===== src/rtl/apb_master_bridge.sv =====
// Purpose: APB requester turning a valid/ready command into one IDLE->SETUP->ACCESS transfer plus a response.
// Latency: response pulse 2 edges after accept with zero wait states, +1 cycle per wait state; 1 transfer / 3 cycles.
// Backpressure: cmd_ready only in IDLE (no queuing); rsp_valid is a single-cycle pulse with no backpressure.
//
// Ports:
//   pclk, presetn                    clock (rising edge) and asynchronous active-low reset
//   cmd_valid/cmd_ready              command handshake; cmd_write/cmd_addr/cmd_wdata describe the transfer
//   rsp_valid/rsp_rdata/rsp_err      registered response; rdata/err hold until the next completion
//   psel/penable/pwrite/paddr/pwdata registered APB requester outputs
//   prdata/pready/pslverr            APB completer inputs, sampled only at an ACCESS edge with pready=1
module apb_master_bridge #(
  parameter int DATA_WIDTH = 32,
  parameter int ADDR_WIDTH = 32,
  parameter int TIMEOUT    = 16
) (
  input  logic                  pclk,
  input  logic                  presetn,
  input  logic                  cmd_valid,
  output logic                  cmd_ready,
  input  logic                  cmd_write,
  input  logic [ADDR_WIDTH-1:0] cmd_addr,
  input  logic [DATA_WIDTH-1:0] cmd_wdata,
  output logic                  rsp_valid,
  output logic [DATA_WIDTH-1:0] rsp_rdata,
  output logic                  rsp_err,
  output logic                  psel,
  output logic                  penable,
  output logic                  pwrite,
  output logic [ADDR_WIDTH-1:0] paddr,
  output logic [DATA_WIDTH-1:0] pwdata,
  input  logic [DATA_WIDTH-1:0] prdata,
  input  logic                  pready,
  input  logic                  pslverr
);

  localparam int CNT_W = (TIMEOUT > 0) ? $clog2(TIMEOUT + 1) : 1;
  localparam logic [CNT_W-1:0] TIMEOUT_CNT = CNT_W'(TIMEOUT);

  typedef enum logic [1:0] {
    IDLE   = 2'd0,
    SETUP  = 2'd1,
    ACCESS = 2'd2
  } state_t;

  state_t                state_q, state_d;
  logic [CNT_W-1:0]      wait_cnt_q, wait_cnt_d;
  logic [CNT_W-1:0]      wait_inc;
  logic                  psel_d, penable_d, pwrite_d;
  logic [ADDR_WIDTH-1:0] paddr_d;
  logic [DATA_WIDTH-1:0] pwdata_d;
  logic                  rsp_valid_d, rsp_err_d;
  logic [DATA_WIDTH-1:0] rsp_rdata_d;

  assign cmd_ready = (state_q == IDLE);
  assign wait_inc  = wait_cnt_q + 1'b1;

  always_comb begin
    state_d     = state_q;
    wait_cnt_d  = wait_cnt_q;
    psel_d      = psel;
    penable_d   = penable;
    pwrite_d    = pwrite;
    paddr_d     = paddr;
    pwdata_d    = pwdata;
    rsp_valid_d = 1'b0;
    rsp_rdata_d = rsp_rdata;
    rsp_err_d   = rsp_err;

    case (state_q)
      IDLE: begin
        psel_d    = 1'b0;
        penable_d = 1'b0;
        if (cmd_valid && cmd_ready) begin
          paddr_d    = cmd_addr;
          pwrite_d   = cmd_write;
          pwdata_d   = cmd_write ? cmd_wdata : '0;
          psel_d     = 1'b1;
          wait_cnt_d = '0;
          state_d    = SETUP;
        end
      end

      SETUP: begin
        psel_d    = 1'b1;
        penable_d = 1'b1;
        state_d   = ACCESS;
      end

      ACCESS: begin
        if (pready) begin
          rsp_valid_d = 1'b1;
          rsp_rdata_d = pwrite ? '0 : prdata;
          rsp_err_d   = pslverr;
          psel_d      = 1'b0;
          penable_d   = 1'b0;
          state_d     = IDLE;
        end else begin
          wait_cnt_d = wait_inc;
          // Abort on the TIMEOUT-th consecutive wait cycle; the response
          // looks like a normal completion but flags an error.
          if ((TIMEOUT != 0) && (wait_inc == TIMEOUT_CNT)) begin
            rsp_valid_d = 1'b1;
            rsp_rdata_d = '0;
            rsp_err_d   = 1'b1;
            psel_d      = 1'b0;
            penable_d   = 1'b0;
            state_d     = IDLE;
          end
        end
      end

      default: begin
        // Unused encoding: drop the bus and fall back to IDLE.
        psel_d    = 1'b0;
        penable_d = 1'b0;
        state_d   = IDLE;
      end
    endcase
  end

  always_ff @(posedge pclk or negedge presetn) begin
    if (!presetn) begin
      state_q    <= IDLE;
      wait_cnt_q <= '0;
      psel       <= 1'b0;
      penable    <= 1'b0;
      pwrite     <= 1'b0;
      paddr      <= '0;
      pwdata     <= '0;
      rsp_valid  <= 1'b0;
      rsp_rdata  <= '0;
      rsp_err    <= 1'b0;
    end else begin
      state_q    <= state_d;
      wait_cnt_q <= wait_cnt_d;
      psel       <= psel_d;
      penable    <= penable_d;
      pwrite     <= pwrite_d;
      paddr      <= paddr_d;
      pwdata     <= pwdata_d;
      rsp_valid  <= rsp_valid_d;
      rsp_rdata  <= rsp_rdata_d;
      rsp_err    <= rsp_err_d;
    end
  end

endmodule


===== config.mk =====
export PLATFORM = sky130hd
export DESIGN_NAME = apb_master_bridge
export DESIGN_NICKNAME = d
export VERILOG_FILES = /design/src/rtl/apb_master_bridge.sv
export SDC_FILE = /design/constraint.sdc
export NUM_CORES = 1
export LEC_CHECK = 0
export BUFFER_PORTS_ARGS = -buffer_cell sky130_fd_sc_hd__buf_4
export CAP_MARGIN = 15
export CORE_ASPECT_RATIO = 2
export CORE_UTILIZATION = 47
export CTS_BUF_LIST = sky130_fd_sc_hd__clkbuf_4 sky130_fd_sc_hd__clkbuf_8
export DETAILED_ROUTE_END_ITERATION = 7
export GPL_ROUTABILITY_DRIVEN = 0
export GPL_TIMING_DRIVEN = 1
export PLACE_DENSITY = 0.81
export SYNTH_ARGS = -nofsm -noshare
export SYNTH_HDL_FRONTEND = slang
export SYNTH_SLANG_ARGS = --single-unit
export TNS_END_PERCENT = 20

===== constraint.sdc =====
create_clock -name pclk -period 2.2 [get_ports pclk]
set_input_delay 0.66 -clock pclk [delete_from_list [all_inputs] [get_ports pclk]]
set_output_delay 0.66 -clock pclk [all_outputs]
set_load 0.05 [all_outputs]

# Yosys cells after proc, flatten, opt, wreduce, memory -nomap -nowiden

Index checks and enable logic that the tools add are counted.

Reduce and logical (&&, ||, !) cells: 8
$add $sub $neg: 1
Order comparisons: 0
Eq/ne operators: 6
Shift operators: 0
Multipliers: 0
Bitwise operators: 0
Divide/modulo/power cells: 0
Multiplexer cells: 21

Operators with widths:

| operator                                              | number |
|---|---|
| two-way mux 32 bit                                    | 4 |
| two-way mux 5 bit                                     | 2 |
| one-hot mux 5 bit (2 select lines)                    | 1 |
| two-way mux 1 bit                                     | 8 |
| two-way mux 2 bit                                     | 3 |
| one-hot mux 2 bit (3 select lines)                    | 1 |
| AND reduction 2 bit                                   | 3 |
| adder 5 x 1 -> 5 bit, second input constant           | 1 |
| equality test 5 bit, second input constant            | 1 |
| nonzero test 2 bit                                    | 2 |
| inequality test 3 bit, second input constant          | 1 |
| one-hot mux 1 bit (3 select lines)                    | 1 |
| AND reduction 3 bit                                   | 1 |
| equality test 2 x 1 -> 1 bit, second input constant   | 1 |
| equality test 2 bit, second input constant            | 1 |
| zero test 2 bit                                       | 1 |
| inequality test 2 x 1 -> 1 bit, second input constant | 1 |
| inequality test 2 bit, second input constant          | 1 |
| one-hot mux 1 bit (2 select lines)                    | 1 |
| logical AND 1 bit                                     | 1 |

RAM bits: 0
Bits in read-only memories: 0
Output and inout bits: 102
Bits in registers: 108
Word-level logic and storage cells: 46
Memories: 0
Bits in latches: 0

# Longest topological paths before layout

Depth in word-level cells: 5
Gate-level depth with buffers: 7

# Worst setup path before layout

OpenSTA, ideal clock, no wires.

Kind: register to register
Start: reg state_q[1]
End: reg pwrite
Library setup time: 0.066 ns
Slack: 0.137 ns
Path buffers: 2
Cell stages (with the launch flop): 8
Period minus slack after synthesis: 2.063 ns
Data required time: 2.134 ns
Arrival time: 1.996 ns
Cells stage by stage: dfrtp_1 > nor2_1 > nand2_1 > inv_1 > buf_2 > buf_1 > nand2_1 > nand2_1

Word-level cells in the longest chain between the ends: 3

RTL lines:

| element                                | RTL line | RTL |
|---|---|---|
| from (decl)                            | 45       | `state_t state_q, state_d;` |
| from (signal assigned)                 | 134      | `state_q <= state_d;` |
| zero test 2 bit *                      | 54       | `assign cmd_ready = (state_q == IDLE);` |
| net cmd_ready                          | 19       | `output logic cmd_ready,` |
| logical AND 1 bit                      | 73       | `if (cmd_valid && cmd_ready) begin` |
| AND reduction 2 bit (no source line) * | -        |  |
| to (signal assigned)                   | 138      | `pwrite <= pwrite_d;` |
| to (decl)                              | 28       | `output logic pwrite,` |

Mark *: on every way through the listed nets, which the timed path passes. The rest lies on a longest branch.
A chain may end at the register's enable or synchronous reset.

# Worst setup path in the final report

Start: reg state_q[1]
End: out cmd_ready

Word-level cells in the longest chain between the ends: 1

RTL lines:

| element         | RTL line |
|---|---|
| zero test 2 bit | 54 |
| to (decl)       | 19 |

Every way passes these cells.

==> flow_metrics.env <==
export IMPL_status="finished clean"
export IMPL_pwr_share_comb_pct=57.4
export IMPL_io_pins=204
export IMPL_antenna_found_initial=0
export IMPL_syn_avg_cell_area_um2=10.27
export IMPL_syn_inst=406
export IMPL_ys_warnings_count=0
export IMPL_dp_slack_ns=0.1124
export IMPL_clk_pin_slew_ns=0.09
export IMPL_reg2reg_slack_ns=0.40
export IMPL_slew_viol_final=0
export IMPL_crit_type="reg2out"
export IMPL_grt_use_total_pct=25.15
export IMPL_port_buffers=203
export IMPL_post_cts_buffers=0
export IMPL_ant_nets=0
export IMPL_dp_final_hpwl_um=8425
export IMPL_switchingPower_mw=5.524
export IMPL_core_um2=8588
export IMPL_critical_path_max_fanout=5
export IMPL_busiest_layer="met2"
export IMPL_synthesis_area_um2=4169
export IMPL_drt_initial_drc_count=164
export IMPL_fin_worst_skew_ns=0.009068
export IMPL_drcViolationCount=0
export IMPL_pwr_share_clk_pct=10.7
export IMPL_wire_per_inst_um=15.95
export IMPL_finalWorstSetupSlack_ns=0.3059
export IMPL_num_nets_final=705
export IMPL_power_density_nw_per_um2=1786
export IMPL_tns_ns=0
export IMPL_tightest_slew_ns=0.6105
export IMPL_hold_class="in2async"
export IMPL_drive_gt1_share_pct=38.22
export IMPL_cp_required_ns=1.54
export IMPL_rows=48
export IMPL_cts_sinks=108
export IMPL_antenna_cells=0
export IMPL_critPathBufInv=1
export IMPL_wl_um=11280
export IMPL_setup_viol=0
export IMPL_holdBufCountCts=0
export IMPL_switching_share_pct=51.69
export IMPL_clock_latency_ns=0.36
export IMPL_syn_to_final_growth_pct=43.55
export IMPL_first_global_vias=3704
export IMPL_use_met1_pct=26.45
export IMPL_min_period_ns=1.894
export IMPL_crit_chain="nor2_1 > buf_4"
export IMPL_ir_drop_v=0.001188
export IMPL_syn_num_nets=509
export IMPL_grt_pass1_wl_um=17250
export IMPL_hold_viol=0
export IMPL_overflow=0
export IMPL_worst_path_max_delay_cell="dfrtp_1"
export IMPL_cts_resized=0
export IMPL_htreeDepth=3
export IMPL_grt_start_max_net_pins=47
export IMPL_ys_seq_area_share_pct=64.83
export IMPL_maxCapViolCount=0
export IMPL_ctsRootBufferMaster="clkbuf_8"
export IMPL_cp_top_family="flip-flops"
export IMPL_timing_final_crit_share_pct=86.09
export IMPL_clockBufferDepth=2
export IMPL_max_freq_ghz=0.5280
export IMPL_sequentialPowerShare_pct=31.8
export IMPL_routed_via_count=3687
export IMPL_cts_buffers=9
export IMPL_relSlewSlack_pct=59.25
export IMPL_synth_cell_types=23
export IMPL_met3_usage_pct=6.818
export IMPL_use_met2_pct=43.79
export IMPL_cp_start_kind="flip-flop"
export IMPL_cpPeakStageDelay_ns=0.42
export IMPL_die_h_um=135.2
export IMPL_dr_pass1_iters=4
export IMPL_rsz0062_at_grt="no"
export IMPL_die_area_um2=9273
export IMPL_power_internal_mw=5.163
export IMPL_yosys_register_bits=108
export IMPL_power_leakage_nw=3.258
export IMPL_arrival_ns=1.23
export IMPL_end_kind="output port"
export IMPL_die_w_um=68.60
export IMPL_initial_core_util_pct=48.54
export IMPL_vias_per_cell=5.215
export IMPL_cts_tree="done"
-- placed cells by master, fill, tap and decap left out, drive strengths merged --
cell type	Yosys	routed
buf	15	213
nand2	175	175
dfrtp	108	108
nand3	34	34
a32o	32	32
clkbuf	13	13
o21ai	6	6
nor2	6	6
xor2	3	3
and2b	2	2
nand2b	2	2
clkinv	0	2
inv	1	2
and4b	1	1
a21oi	1	1
o21a	1	1
nor3b	1	1
or3b	1	1
o22a	1	1
o31a	1	1
o22ai	1	1
ha	1	1
-- worst reg2reg max path, stage by stage, from the launching register on --
cell     delay (ns)
dfrtp_1        0.42
and2b_1        0.30
nand2_1        0.11
nor2_2         0.49
buf_6          0.26
a32o_1         0.15
-- Yosys cell counts --
cell      instances  area (um2)
a21oi_1           1       5.000
a32o_1           32       320.3
and2b_1           2       15.01
and4b_1           1       10.01
buf_1             7       26.28
buf_2             5       25.02
buf_6             3       33.78
clkbuf_1         13       48.80
dfrtp_1         108        2703
ha_1              1       12.51
inv_1             1       3.750
nand2_1         175       656.9
nand2b_1          2       12.51
nand3_1          34       170.2
nor2_1            6       22.52
nor3b_1           1       7.510
o21a_1            1       7.510
o21ai_0           6       30.03
o22a_1            1       8.760
o22ai_1           1       6.260
o31a_1            1       8.760
or3b_1            1       8.760
xor2_1            3       26.28
-- sequential cells by signal (all words and copies together), names as in the netlist, 2 cells and up --
name	flops
state_q	2
rsp_rdata	32
wait_cnt_q	5
pwdata	32
paddr	32
-- per-layer routing --
metal / vias to the layer above / share of wire, % / wire, um
li1: 1743 / - / -
met1: 1750 / 34 / 3859
met2: 160 / 55 / 6240
met3: 34 / 6.6 / 743
met4: 0 / 3.8 / 433
met5: - / 0 / 0
-- power groups by stage --
stage	Sequential [mW]	Clock [mW]	Combinational, mW
final	3.40	1.15	6.14
after global routing	3.51	1.28	6.45
after CTS	3.40	1.19	6.17
after detailed placement	3.44	0	6.17
after global placement	3.39	0	6.05
after floorplan	6.35	0	1.16
-- final cells by class --
class	instances	area, um2
Sequential cell	108	2703
Clock buffer	13	172.7
Tap cell	100	125.1
Multi-Input combinational cell	269	1334
Fill cell	682	2604
Inverter	1	3.754
Clock inverter	3	18.77
Timing Repair Buffer	213	1628
-- metrics by stage --
stage	cells	instance area, um2	util (%)	power (mW)	hold WS [ns]
2_1_floorplan	406	4169	-	7.514	0.3644
6_report	707	5984	69.68	10.69	0.1329
3_3_place_gp	690	5782	67.32	9.437	0.4510
4_1_cts	706	5973	69.55	10.77	0.1184
3_5_place_dp	690	5782	67.32	9.602	0.4565
5_1_grt	707	5984	69.68	11.24	0.1117
-- logic make-up (layout without fill, tap and decap cells) --
family / Yosys count / after routing / share of synthesized area (%)
buffers and inverters: 29 / 230 / 3.301
XOR/XNOR: 3 / 3 / 0.6304
flip-flops: 108 / 108 / 64.83
AO/OA/AOI/OAI: 43 / 43 / 9.274
AND/OR/NAND/NOR: 222 / 222 / 21.67
adder cells (fa/ha/maj): 1 / 1 / 0.3001
-- worst paths after layout --
path	startpoint	end	cells after the start
min in group pclk	pwdata[31]	pwdata[31]	2
worst min-delay path	presetn	rsp_rdata[2]	1
max in group asynchronous	presetn	paddr[19]	2
worst max register to register	state_q[0]	rsp_rdata[16]	5
worst max-delay path	state_q[1]	cmd_ready	2
worst min register to register	pwdata[31]	pwdata[31]	2
Note: power is estimated with default switching activity, not from simulation.
